[config.mk]
export PLATFORM = sky130hd
export DESIGN_NAME = symbol_depacketizer_flat
export DESIGN_NICKNAME = d
export VERILOG_FILES = /design/src/rtl/symbol_depacketizer_pkg.sv /design/src/rtl/symbol_depacketizer_if.sv /design/src/rtl/symbol_depacketizer_bit_packer.sv /design/src/rtl/symbol_depacketizer.sv /design/src/flat_wrapper.sv
export SDC_FILE = /design/constraint.sdc
export NUM_CORES = 1
export LEC_CHECK = 0
export BUFFER_PORTS_ARGS = -buffer_cell sky130_fd_sc_hd__buf_2
export CAP_MARGIN = 10
export CORE_MARGIN = 1
export CORE_UTILIZATION = 35
export CTS_BUF_LIST = sky130_fd_sc_hd__clkbuf_4
export CTS_CLUSTER_DIAMETER = 200
export DETAILED_ROUTE_END_ITERATION = 16
export PLACE_DENSITY = 0.55
export SKIP_CTS_REPAIR_TIMING = 1
export SLEW_MARGIN = 20
export SYNTH_ARGS = -nofsm -noshare
export SYNTH_HDL_FRONTEND = slang
export SYNTH_HIERARCHICAL = 1
export SYNTH_SLANG_ARGS = --single-unit
[constraint.sdc]
create_clock -name clk -period 5.15 [get_ports clk]
set_input_delay 1.545 -clock clk [delete_from_list [all_inputs] [get_ports clk]]
set_output_delay 1.545 -clock clk [all_outputs]
set_load 0.005 [all_outputs]
[src/rtl/symbol_depacketizer_pkg.sv]
// Shared constants for the symbol depacketizer:
// mode codes, FSM encodings and header layout.
package symbol_depacketizer_pkg;

    localparam logic [3:0] MODE_BPSK = 4'b0001;
    localparam logic [3:0] MODE_QPSK = 4'b0010;
    localparam logic [3:0] MODE_MIX  = 4'b0100;

    localparam logic [2:0] ST_IDLE  = 3'd0;
    localparam logic [2:0] ST_TRN   = 3'd1;
    localparam logic [2:0] ST_HDR   = 3'd2;
    localparam logic [2:0] ST_PAD   = 3'd3;
    localparam logic [2:0] ST_PLD   = 3'd4;
    localparam logic [2:0] ST_FLUSH = 3'd5;

    // Header is MCS[7:0], length[15:0], signature[7:0], MSB first.
    localparam int HDR_BITS     = 32;
    localparam int HDR_LEN_LSB  = 8;
    localparam int HDR_SIG_LSB  = 0;
    // Arrival index of MCS[5] (BPSK payload flag) within the header.
    localparam int HDR_BPSK_POS = 2;

    localparam logic [7:0] DEF_SIGNATURE = 8'hA5;

    // Remove the barker phase ambiguity from one coded bit.
    function automatic logic sgn_fix(input logic b, input logic s);
        return ~(b ^ s);
    endfunction

endpackage

[src/rtl/symbol_depacketizer_if.sv]
// AXI-Stream style output bundle of the depacketizer.
// Master drives data, slave drives ready.
interface symbol_depacketizer_if #(
    parameter int BYTES = 1
) ();

    logic [8*BYTES-1:0] data_tdata;
    logic               data_tvalid;
    logic               data_tready;
    logic               data_tlast;
    logic [BYTES-1:0]   data_tkeep;
    logic               data_tuser;

    modport master (
        output data_tdata, data_tvalid, data_tlast,
        output data_tkeep, data_tuser,
        input  data_tready
    );

    modport slave (
        input  data_tdata, data_tvalid, data_tlast,
        input  data_tkeep, data_tuser,
        output data_tready
    );

endinterface

[src/rtl/symbol_depacketizer_bit_packer.sv]
// Serial 1/2-bit packer, MSB = earliest bit.
// Emits the word combinationally on the completing symbol.
module bit_packer #(
    parameter int BYTES = 1
) (
    input  logic                 clk,
    input  logic                 rst,
    input  logic                 i_clr,
    input  logic                 i_valid,
    input  logic                 i_two,
    input  logic [1:0]           i_bits,
    input  logic                 i_last,
    output logic                 o_emit,
    output logic [8*BYTES-1:0]   o_word,
    output logic [BYTES-1:0]     o_keep
);

    localparam int BITS = 8 * BYTES;
    localparam int CW   = $clog2(BITS + 1) + 1;

    logic [BITS-1:0] r_word;
    logic [CW-1:0]   r_cnt;
    logic [BITS-1:0] w_ins;
    logic [CW-1:0]   w_cnt;
    logic [CW-1:0]   w_nbytes;

    assign w_ins = i_two ? {i_bits, {(BITS-2){1'b0}}}
                         : {i_bits[1], {(BITS-1){1'b0}}};
    assign w_cnt    = r_cnt + (i_two ? CW'(2) : CW'(1));
    assign w_nbytes = (w_cnt + CW'(7)) >> 3;
    assign o_word   = r_word | (w_ins >> r_cnt);
    assign o_emit   = i_valid && ((w_cnt == CW'(BITS)) || i_last);
    assign o_keep   = ~({BYTES{1'b1}} >> w_nbytes);

    // Accumulate bits; restart empty after every emitted word.
    always_ff @(posedge clk) begin
        if (rst || i_clr || o_emit) begin
            r_word <= '0;
            r_cnt  <= '0;
        end else if (i_valid) begin
            r_word <= o_word;
            r_cnt  <= w_cnt;
        end
    end

endmodule

[src/rtl/symbol_depacketizer.sv]
// Symbol depacketizer: raw BPSK/QPSK streaming or MIX
// packets (training, header, pad, payload) to AXI-Stream.
module symbol_depacketizer
    import symbol_depacketizer_pkg::*;
#(
    parameter int         BYTES            = 1,
    parameter int         MAX_WINDOW_WIDTH = 8,
    parameter int         TRN_LEN          = 31,
    parameter int         HDR_PAD          = 32,
    parameter logic [7:0] SIGNATURE        = DEF_SIGNATURE
) (
    input  logic                        clk,
    input  logic                        rst,
    input  logic [MAX_WINDOW_WIDTH-1:0] RX_BD_WINDOW,
    input  logic [3:0]                  MODE_CTRL,
    input  logic                        BD_flag,
    input  logic                        BD_sgn,
    input  logic                        in_valid,
    input  logic [1:0]                  in_QPSK,
    input  logic                        in_BPSK,
    symbol_depacketizer_if.master       m_axis,
    output logic                        pkt_done,
    output logic                        hdr_err,
    output logic                        overflow
);

    localparam int         BITS     = 8 * BYTES;
    localparam logic [15:0] PAD_LAST = 16'(HDR_PAD - 1);

    logic [2:0]       r_state;
    logic [15:0]      r_cnt;
    logic [22:0]      r_hdr;
    logic [15:0]      r_rem;
    logic             r_sgn;
    logic             r_is_bpsk;
    logic [BITS-1:0]  r_tdata;
    logic [BYTES-1:0] r_tkeep;
    logic             r_tvalid;
    logic             r_tlast;
    logic             r_tuser;
    logic             r_pkt_done;
    logic             r_hdr_err;
    logic             r_ovf;

    logic             w_raw;
    logic             w_raw_bpsk;
    logic             w_start;
    logic             w_hbit;
    logic [1:0]       w_q;
    logic [23:0]      w_hdr;
    logic [15:0]      w_len;
    logic [7:0]       w_sig;
    logic signed [31:0] w_trn_need;
    logic             w_trn_done;
    logic             w_pk_valid;
    logic             w_pk_two;
    logic [1:0]       w_pk_bits;
    logic             w_pk_last;
    logic [15:0]      w_rem_next;
    logic             w_user;
    logic             w_emit;
    logic [BITS-1:0]  w_word;
    logic [BYTES-1:0] w_keep;

    assign w_raw_bpsk = (MODE_CTRL == MODE_BPSK);
    assign w_raw      = (r_state == ST_IDLE)
                     && (w_raw_bpsk || MODE_CTRL == MODE_QPSK);
    assign w_start    = (r_state == ST_IDLE) && BD_flag
                     && (MODE_CTRL == MODE_MIX);
    assign w_hbit     = sgn_fix(in_BPSK, r_sgn);
    assign w_q        = {sgn_fix(in_QPSK[1], r_sgn),
                         sgn_fix(in_QPSK[0], r_sgn)};
    assign w_hdr      = {r_hdr, w_hbit};
    assign w_len      = w_hdr[HDR_LEN_LSB +: 16];
    assign w_sig      = w_hdr[HDR_SIG_LSB +: 8];
    assign w_trn_need = TRN_LEN - 1 - int'(RX_BD_WINDOW);
    assign w_trn_done = (int'(r_cnt) + 1) >= w_trn_need;
    assign w_user     = (r_state == ST_IDLE) ? w_raw_bpsk : r_is_bpsk;

    // Select the bits fed to the packer for raw and payload symbols.
    always_comb begin
        w_pk_valid = 1'b0;
        w_pk_two   = 1'b0;
        w_pk_bits  = 2'b00;
        w_pk_last  = 1'b0;
        w_rem_next = r_rem;
        if (in_valid && w_raw) begin
            w_pk_valid = 1'b1;
            w_pk_two   = !w_raw_bpsk;
            w_pk_bits  = w_raw_bpsk ? {in_BPSK, 1'b0} : in_QPSK;
        end else if (in_valid && r_state == ST_PLD) begin
            w_pk_valid = 1'b1;
            w_pk_two   = !r_is_bpsk && (r_rem != 16'd1);
            w_pk_bits  = r_is_bpsk ? {w_hbit, 1'b0} : w_q;
            w_rem_next = r_rem - (w_pk_two ? 16'd2 : 16'd1);
            w_pk_last  = (w_rem_next == 16'd0);
        end
    end

    bit_packer #(.BYTES(BYTES)) u_packer (
        .clk     (clk),
        .rst     (rst),
        .i_clr   (w_start),
        .i_valid (w_pk_valid),
        .i_two   (w_pk_two),
        .i_bits  (w_pk_bits),
        .i_last  (w_pk_last),
        .o_emit  (w_emit),
        .o_word  (w_word),
        .o_keep  (w_keep)
    );

    // Packet FSM: training, header decode, pad skip, payload, flush.
    always_ff @(posedge clk) begin
        if (rst) begin
            r_state    <= ST_IDLE;
            r_cnt      <= '0;
            r_hdr      <= '0;
            r_rem      <= '0;
            r_sgn      <= 1'b0;
            r_is_bpsk  <= 1'b0;
            r_pkt_done <= 1'b0;
            r_hdr_err  <= 1'b0;
        end else begin
            r_pkt_done <= 1'b0;
            r_hdr_err  <= 1'b0;
            case (r_state)
                ST_IDLE: begin
                    if (w_start) begin
                        r_state <= ST_TRN;
                        r_cnt   <= '0;
                    end
                end
                ST_TRN: begin
                    if (in_valid) begin
                        r_sgn <= BD_sgn;
                        if (w_trn_done) begin
                            r_state <= ST_HDR;
                            r_cnt   <= '0;
                        end else begin
                            r_cnt <= r_cnt + 16'd1;
                        end
                    end
                end
                ST_HDR: begin
                    if (in_valid) begin
                        r_hdr <= w_hdr[22:0];
                        if (r_cnt == 16'(HDR_BPSK_POS))
                            r_is_bpsk <= w_hbit;
                        if (r_cnt == 16'(HDR_BITS - 1)) begin
                            r_cnt <= '0;
                            r_rem <= w_len;
                            if (w_sig != SIGNATURE) begin
                                r_hdr_err  <= 1'b1;
                                r_pkt_done <= 1'b1;
                                r_state    <= ST_IDLE;
                            end else if (HDR_PAD != 0) begin
                                r_state <= ST_PAD;
                            end else if (w_len == 16'd0) begin
                                r_pkt_done <= 1'b1;
                                r_state    <= ST_IDLE;
                            end else begin
                                r_state <= ST_PLD;
                            end
                        end else begin
                            r_cnt <= r_cnt + 16'd1;
                        end
                    end
                end
                ST_PAD: begin
                    if (in_valid) begin
                        if (r_cnt == PAD_LAST) begin
                            r_cnt <= '0;
                            if (r_rem == 16'd0) begin
                                r_pkt_done <= 1'b1;
                                r_state    <= ST_IDLE;
                            end else begin
                                r_state <= ST_PLD;
                            end
                        end else begin
                            r_cnt <= r_cnt + 16'd1;
                        end
                    end
                end
                ST_PLD: begin
                    if (in_valid) begin
                        r_rem <= w_rem_next;
                        if (w_rem_next == 16'd0)
                            r_state <= ST_FLUSH;
                    end
                end
                ST_FLUSH: begin
                    if (!r_tvalid || m_axis.data_tready) begin
                        r_pkt_done <= 1'b1;
                        r_state    <= ST_IDLE;
                    end
                end
                default: r_state <= ST_IDLE;
            endcase
        end
    end

    // Single-entry output register; a word arriving while stalled is lost.
    always_ff @(posedge clk) begin
        if (rst) begin
            r_tdata  <= '0;
            r_tkeep  <= '0;
            r_tvalid <= 1'b0;
            r_tlast  <= 1'b0;
            r_tuser  <= 1'b1;
            r_ovf    <= 1'b0;
        end else if (w_emit) begin
            if (r_tvalid && !m_axis.data_tready) begin
                r_ovf <= 1'b1;
            end else begin
                r_tdata  <= w_word;
                r_tkeep  <= w_keep;
                r_tvalid <= 1'b1;
                r_tlast  <= w_pk_last;
                r_tuser  <= w_user;
            end
        end else if (m_axis.data_tready) begin
            r_tvalid <= 1'b0;
        end
    end

    assign m_axis.data_tdata  = r_tdata;
    assign m_axis.data_tkeep  = r_tkeep;
    assign m_axis.data_tvalid = r_tvalid;
    assign m_axis.data_tlast  = r_tlast;
    assign m_axis.data_tuser  = r_tuser;
    assign pkt_done           = r_pkt_done;
    assign hdr_err            = r_hdr_err;
    assign overflow           = r_ovf;

endmodule

[src/flat_wrapper.sv]
// flat-port wrapper written by rule: the top's interface ports become plain ports
module symbol_depacketizer_flat import symbol_depacketizer_pkg::*;
#(
    parameter int         BYTES            = 1,
    parameter int         MAX_WINDOW_WIDTH = 8,
    parameter int         TRN_LEN          = 31,
    parameter int         HDR_PAD          = 32,
    parameter logic [7:0] SIGNATURE        = DEF_SIGNATURE
)
  (clk, rst, RX_BD_WINDOW, MODE_CTRL, BD_flag, BD_sgn, in_valid, in_QPSK, in_BPSK, pkt_done, hdr_err, overflow, m_axis_data_tdata, m_axis_data_tvalid, m_axis_data_tlast, m_axis_data_tkeep, m_axis_data_tuser, m_axis_data_tready);
  symbol_depacketizer_if #(.BYTES(BYTES)) m_axis_i ();
  input  logic clk;
  input  logic rst;
  input  logic [MAX_WINDOW_WIDTH-1:0] RX_BD_WINDOW;
  input  logic [3:0] MODE_CTRL;
  input  logic BD_flag;
  input  logic BD_sgn;
  input  logic in_valid;
  input  logic [1:0] in_QPSK;
  input  logic in_BPSK;
  output logic pkt_done;
  output logic hdr_err;
  output logic overflow;
  output wire logic [$bits(m_axis_i.data_tdata)-1:0] m_axis_data_tdata;
  output wire logic [$bits(m_axis_i.data_tvalid)-1:0] m_axis_data_tvalid;
  output wire logic [$bits(m_axis_i.data_tlast)-1:0] m_axis_data_tlast;
  output wire logic [$bits(m_axis_i.data_tkeep)-1:0] m_axis_data_tkeep;
  output wire logic [$bits(m_axis_i.data_tuser)-1:0] m_axis_data_tuser;
  input wire logic [$bits(m_axis_i.data_tready)-1:0] m_axis_data_tready;
  assign m_axis_data_tdata = m_axis_i.data_tdata;
  assign m_axis_data_tvalid = m_axis_i.data_tvalid;
  assign m_axis_data_tlast = m_axis_i.data_tlast;
  assign m_axis_data_tkeep = m_axis_i.data_tkeep;
  assign m_axis_data_tuser = m_axis_i.data_tuser;
  assign m_axis_i.data_tready = m_axis_data_tready;
  symbol_depacketizer #(.BYTES(BYTES), .MAX_WINDOW_WIDTH(MAX_WINDOW_WIDTH), .TRN_LEN(TRN_LEN), .HDR_PAD(HDR_PAD), .SIGNATURE(SIGNATURE)) u_core (.clk(clk), .rst(rst), .RX_BD_WINDOW(RX_BD_WINDOW), .MODE_CTRL(MODE_CTRL), .BD_flag(BD_flag), .BD_sgn(BD_sgn), .in_valid(in_valid), .in_QPSK(in_QPSK), .in_BPSK(in_BPSK), .m_axis(m_axis_i), .pkt_done(pkt_done), .hdr_err(hdr_err), .overflow(overflow));
endmodule
==> metrics.cfg <==
[timing]
relSlewSlack = 0.408
finalCritPeriodShare = 0.934
fmax_mhz = 208
finalSetupViolCount = 0
drv_slew = 0
min_period_ns = 4.81
worstMarginPinSlew_ns = 0.888
fin_worst_skew_ns = 0.0217
finalHoldViolations = 0
grt_setup_unrepaired = false

[placed_design]
portBuffers = 35
dp_hpwl_um = 10600
place_inst = 949
place_congestion = 0.894

[final_layout]
drive_above_1_share = 0.118
fin_nets = 796
final_common_cell = nand2_1
n_fill_cell = 1593
area_growth_pct = 8.94
final_cells = 966
final_cell_mix = nand2_1, dfxtp_1, a21oi_1

[die]
dieArea_sq_um = 16400
fp.dieH_um = 128
start_util = 0.362
ios = 36
core_sq_um = 15400
die_x_um = 128
rows = 45

[global_route]
antenna_found_initial = 1
track_usage = 0.186
grt_max_degree = 47
gr-total-overflow = 0
grt_pass1_vias = 4957
grt_first_pass_wirelength_um = 24600

[pwr]
p_comb_frac = 0.056
total_power_mw = 1.16
swShare = 0.261
ir_drop_mv = 0.0905
p_leak_nw = 2.33
pwr-share-seq = 0.591
powerDensity_nw_per_um2 = 190
pwr-share-clk = 0.353
switching_power_mw = 0.301
internal_power_mw = 0.854

[synthesis]
synth-edff-count = 0
ys_types = 74
ys_top_cells_by_area = dfxtp_1, nand2_1, a21oi_1, ha_1, nor2_1
yosysSeqAreaShare = 0.316
syn_area_sq_um = 5570
synth_top_area_cell = dfxtp_1
synth-seq-cells = 88
yosys.area.top_type_share = 0.316
syn_inst = 736
synth_warnings = 6
synth_area_per_cell_sq_um = 7.57
async_flop_share = 0
synth_nets = 783
yosys_most_used_dff = dfxtp_1

[route]
dr_wl_met3_um = 658
first_iter_violations = 262
met1_length_um = 6780
final_antenna_net_count = 0
dr_wl_met2_um = 7030
dr.pass1.iters = 6
vias_per_cell = 5.47
drc = 0
vias = 5281
topRoutingLayerUsed = met4
routed_wirelength_um = 14600
wl_per_cell_um = 15.1

[critical_path]
crit_fanout = 13
rrSetupSlack_ns = 0.34
end_kind = flop
path_cells = or3_1 > or3_4 > nand3b_4 > o41ai_4 > ha_1 > inv_1 > fa_1 > or3_1 > or2_1 > nor4_2 > nor4b_1 > a211oi_1 > o21ai_1 > nor2_1 > o21a_1 > nand2_2 > nor2_1 > nand3_1 > o21ai_1
cp.arrival_ns = 5.22
crit_type = reg -> reg
crit_path_end = u_core/m_axis.data_tlast
r2r-start = u_core/r_rem[8]
crit_start = u_core/r_rem[8]
r2r-end = u_core/m_axis.data_tlast
crit_path_top_delay_cell = or3_1
critPathLaunchType = flop
worst-r2r-cell-count = 19
cp_data_required_time_ns = 5.56
cpPeakStageDelay_ns = 0.48

[clock_network]
clock-sinks = 88
cts_tree = yes
clk_pin_slew_ns = 0.16
root_buffer = clkbuf_4
h-tree-depth = 3
clock_path_buffers = 2
clk_latency_ns = 0.47
numCtsBuffers = 9

[run]
drv_cap = 0

[run_status]
status = completed

[hold_path]
min_delay_path_depth = 2
hp-class = reg -> reg

## flip-flops by register name, summed over array words and instances (netlist names), 3 cells and up
signal and flops:
u_core/r_hdr 23, u_core/r_cnt 16, u_core/r_rem 16, u_core/m_axis.data_tdata 8, u_core/u_packer/r_word 8, u_core/u_packer/r_cnt 5
u_core/r_state 3
## synth_stat cells (3+ instances only)
cell type / n
nand2_1: 132
dfxtp_1: 88
a21oi_1: 83
nor2_1: 58
nor3_1: 37
clkbuf_1: 33
o21ai_0: 28
ha_1: 24
nand3_1: 22
xnor2_1: 19
inv_1: 16
xor2_1: 13
nand2b_1: 12
nand4_1: 12
a21o_1: 11
a211oi_1: 8
or3_1: 8
a31oi_1: 7
and3_1: 7
mux2i_1: 7
nor2b_1: 7
nand3b_1: 6
nor4b_1: 5
o31ai_1: 5
a2111oi_0: 4
buf_2: 4
buf_6: 4
nand4b_1: 4
nor4_1: 4
o22ai_1: 4
or2_2: 4
and4_1: 3
nor3b_1: 3
o41ai_1: 3
## through the flow
step / cell area (sq um) / worst slack [ns] / hold WS (ns) / utilization / setup TNS, ns
floorplan: 5570 / 0.0340 / 0.437 / - / 0
global placement: 5870 / 0.244 / 0.443 / 0.382 / 0
detailed placement: 5870 / 0.0244 / 0.446 / 0.382 / 0
CTS: 6010 / -0.0304 / 0.466 / 0.391 / -0.121
global route: 6070 / 0.0248 / 0.495 / 0.395 / 0
finish: 6070 / 0.339 / 0.460 / 0.395 / 0
## cells by family (layout without fill, tap and decap cells)
family / Yosys count / count (layout) / share of synthesized area
adders and majority gates: 26 / 26 / 0.0611
DFF: 88 / 88 / 0.316
AOI/OAI and AO/OA: 179 / 179 / 0.198
muxes: 8 / 8 / 0.0146
xor gates and xnor gates: 32 / 32 / 0.0503
and+or+nand+nor: 341 / 341 / 0.308
other: 0 / 1 / 0
buffers and inverters: 62 / 80 / 0.0521
## cell type report
type / instances / area (sq um) / share of cell area
inverter: 17 / 63.8 / 0.0105
tap: 211 / 264 / 0.0435
clock buffer: 9 / 67.6 / 0.0111
sequential: 88 / 1760 / 0.290
timing repair buffer: 47 / 265 / 0.0437
clock inverter: 7 / 71.3 / 0.0118
antenna: 1 / 2.50 / 0.000413
multi-input combinational: 586 / 3570 / 0.588
## layer usage
metal  vias up  GRT usage
li1       2639          -
met1      2511      0.243
met2       120      0.307
met3        11     0.0392
met4         0     0.0588
met5         -          0
## worst max-delay path, delay by kind of cell (launching register included)
family / cells / cell delay (ns)
AND/OR/NAND/NOR: 11 / 2.69
flip-flops: 1 / 0.42
AO/OA/AOI/OAI: 5 / 1.04
adder cells (fa/ha/maj): 2 / 0.56
buffers and inverters: 1 / 0.05
## power by group through the flow
stage | clock network, mW | registers, mW | logic [mW]
after floorplan | 0 | 0.697 | 0.0405
after global placement | 0 | 0.697 | 0.0622
after detailed placement | 0 | 0.697 | 0.0647
after CTS | 0.429 | 0.683 | 0.0649
after global routing | 0.458 | 0.683 | 0.0725
final | 0.408 | 0.682 | 0.0648
## worst min-delay path by stage
| stage | to | slack [ns] | start |
|---|---|---|---|
| after floorplan | u_core/r_hdr[22] | 0.44 | u_core/r_hdr[22] |
| after detailed placement | u_core/m_axis.data_tdata[7] | 0.45 | u_core/m_axis.data_tdata[7] |
| after global routing | u_core/r_hdr[22] | 0.50 | u_core/r_hdr[22] |
| after global placement | u_core/m_axis.data_tdata[6] | 0.44 | u_core/m_axis.data_tdata[6] |
| final | u_core/r_hdr[12] | 0.46 | u_core/r_hdr[11] |
| after CTS | u_core/m_axis.data_tdata[7] | 0.47 | u_core/m_axis.data_tdata[7] |
Power figures use the tool's default switching activity.
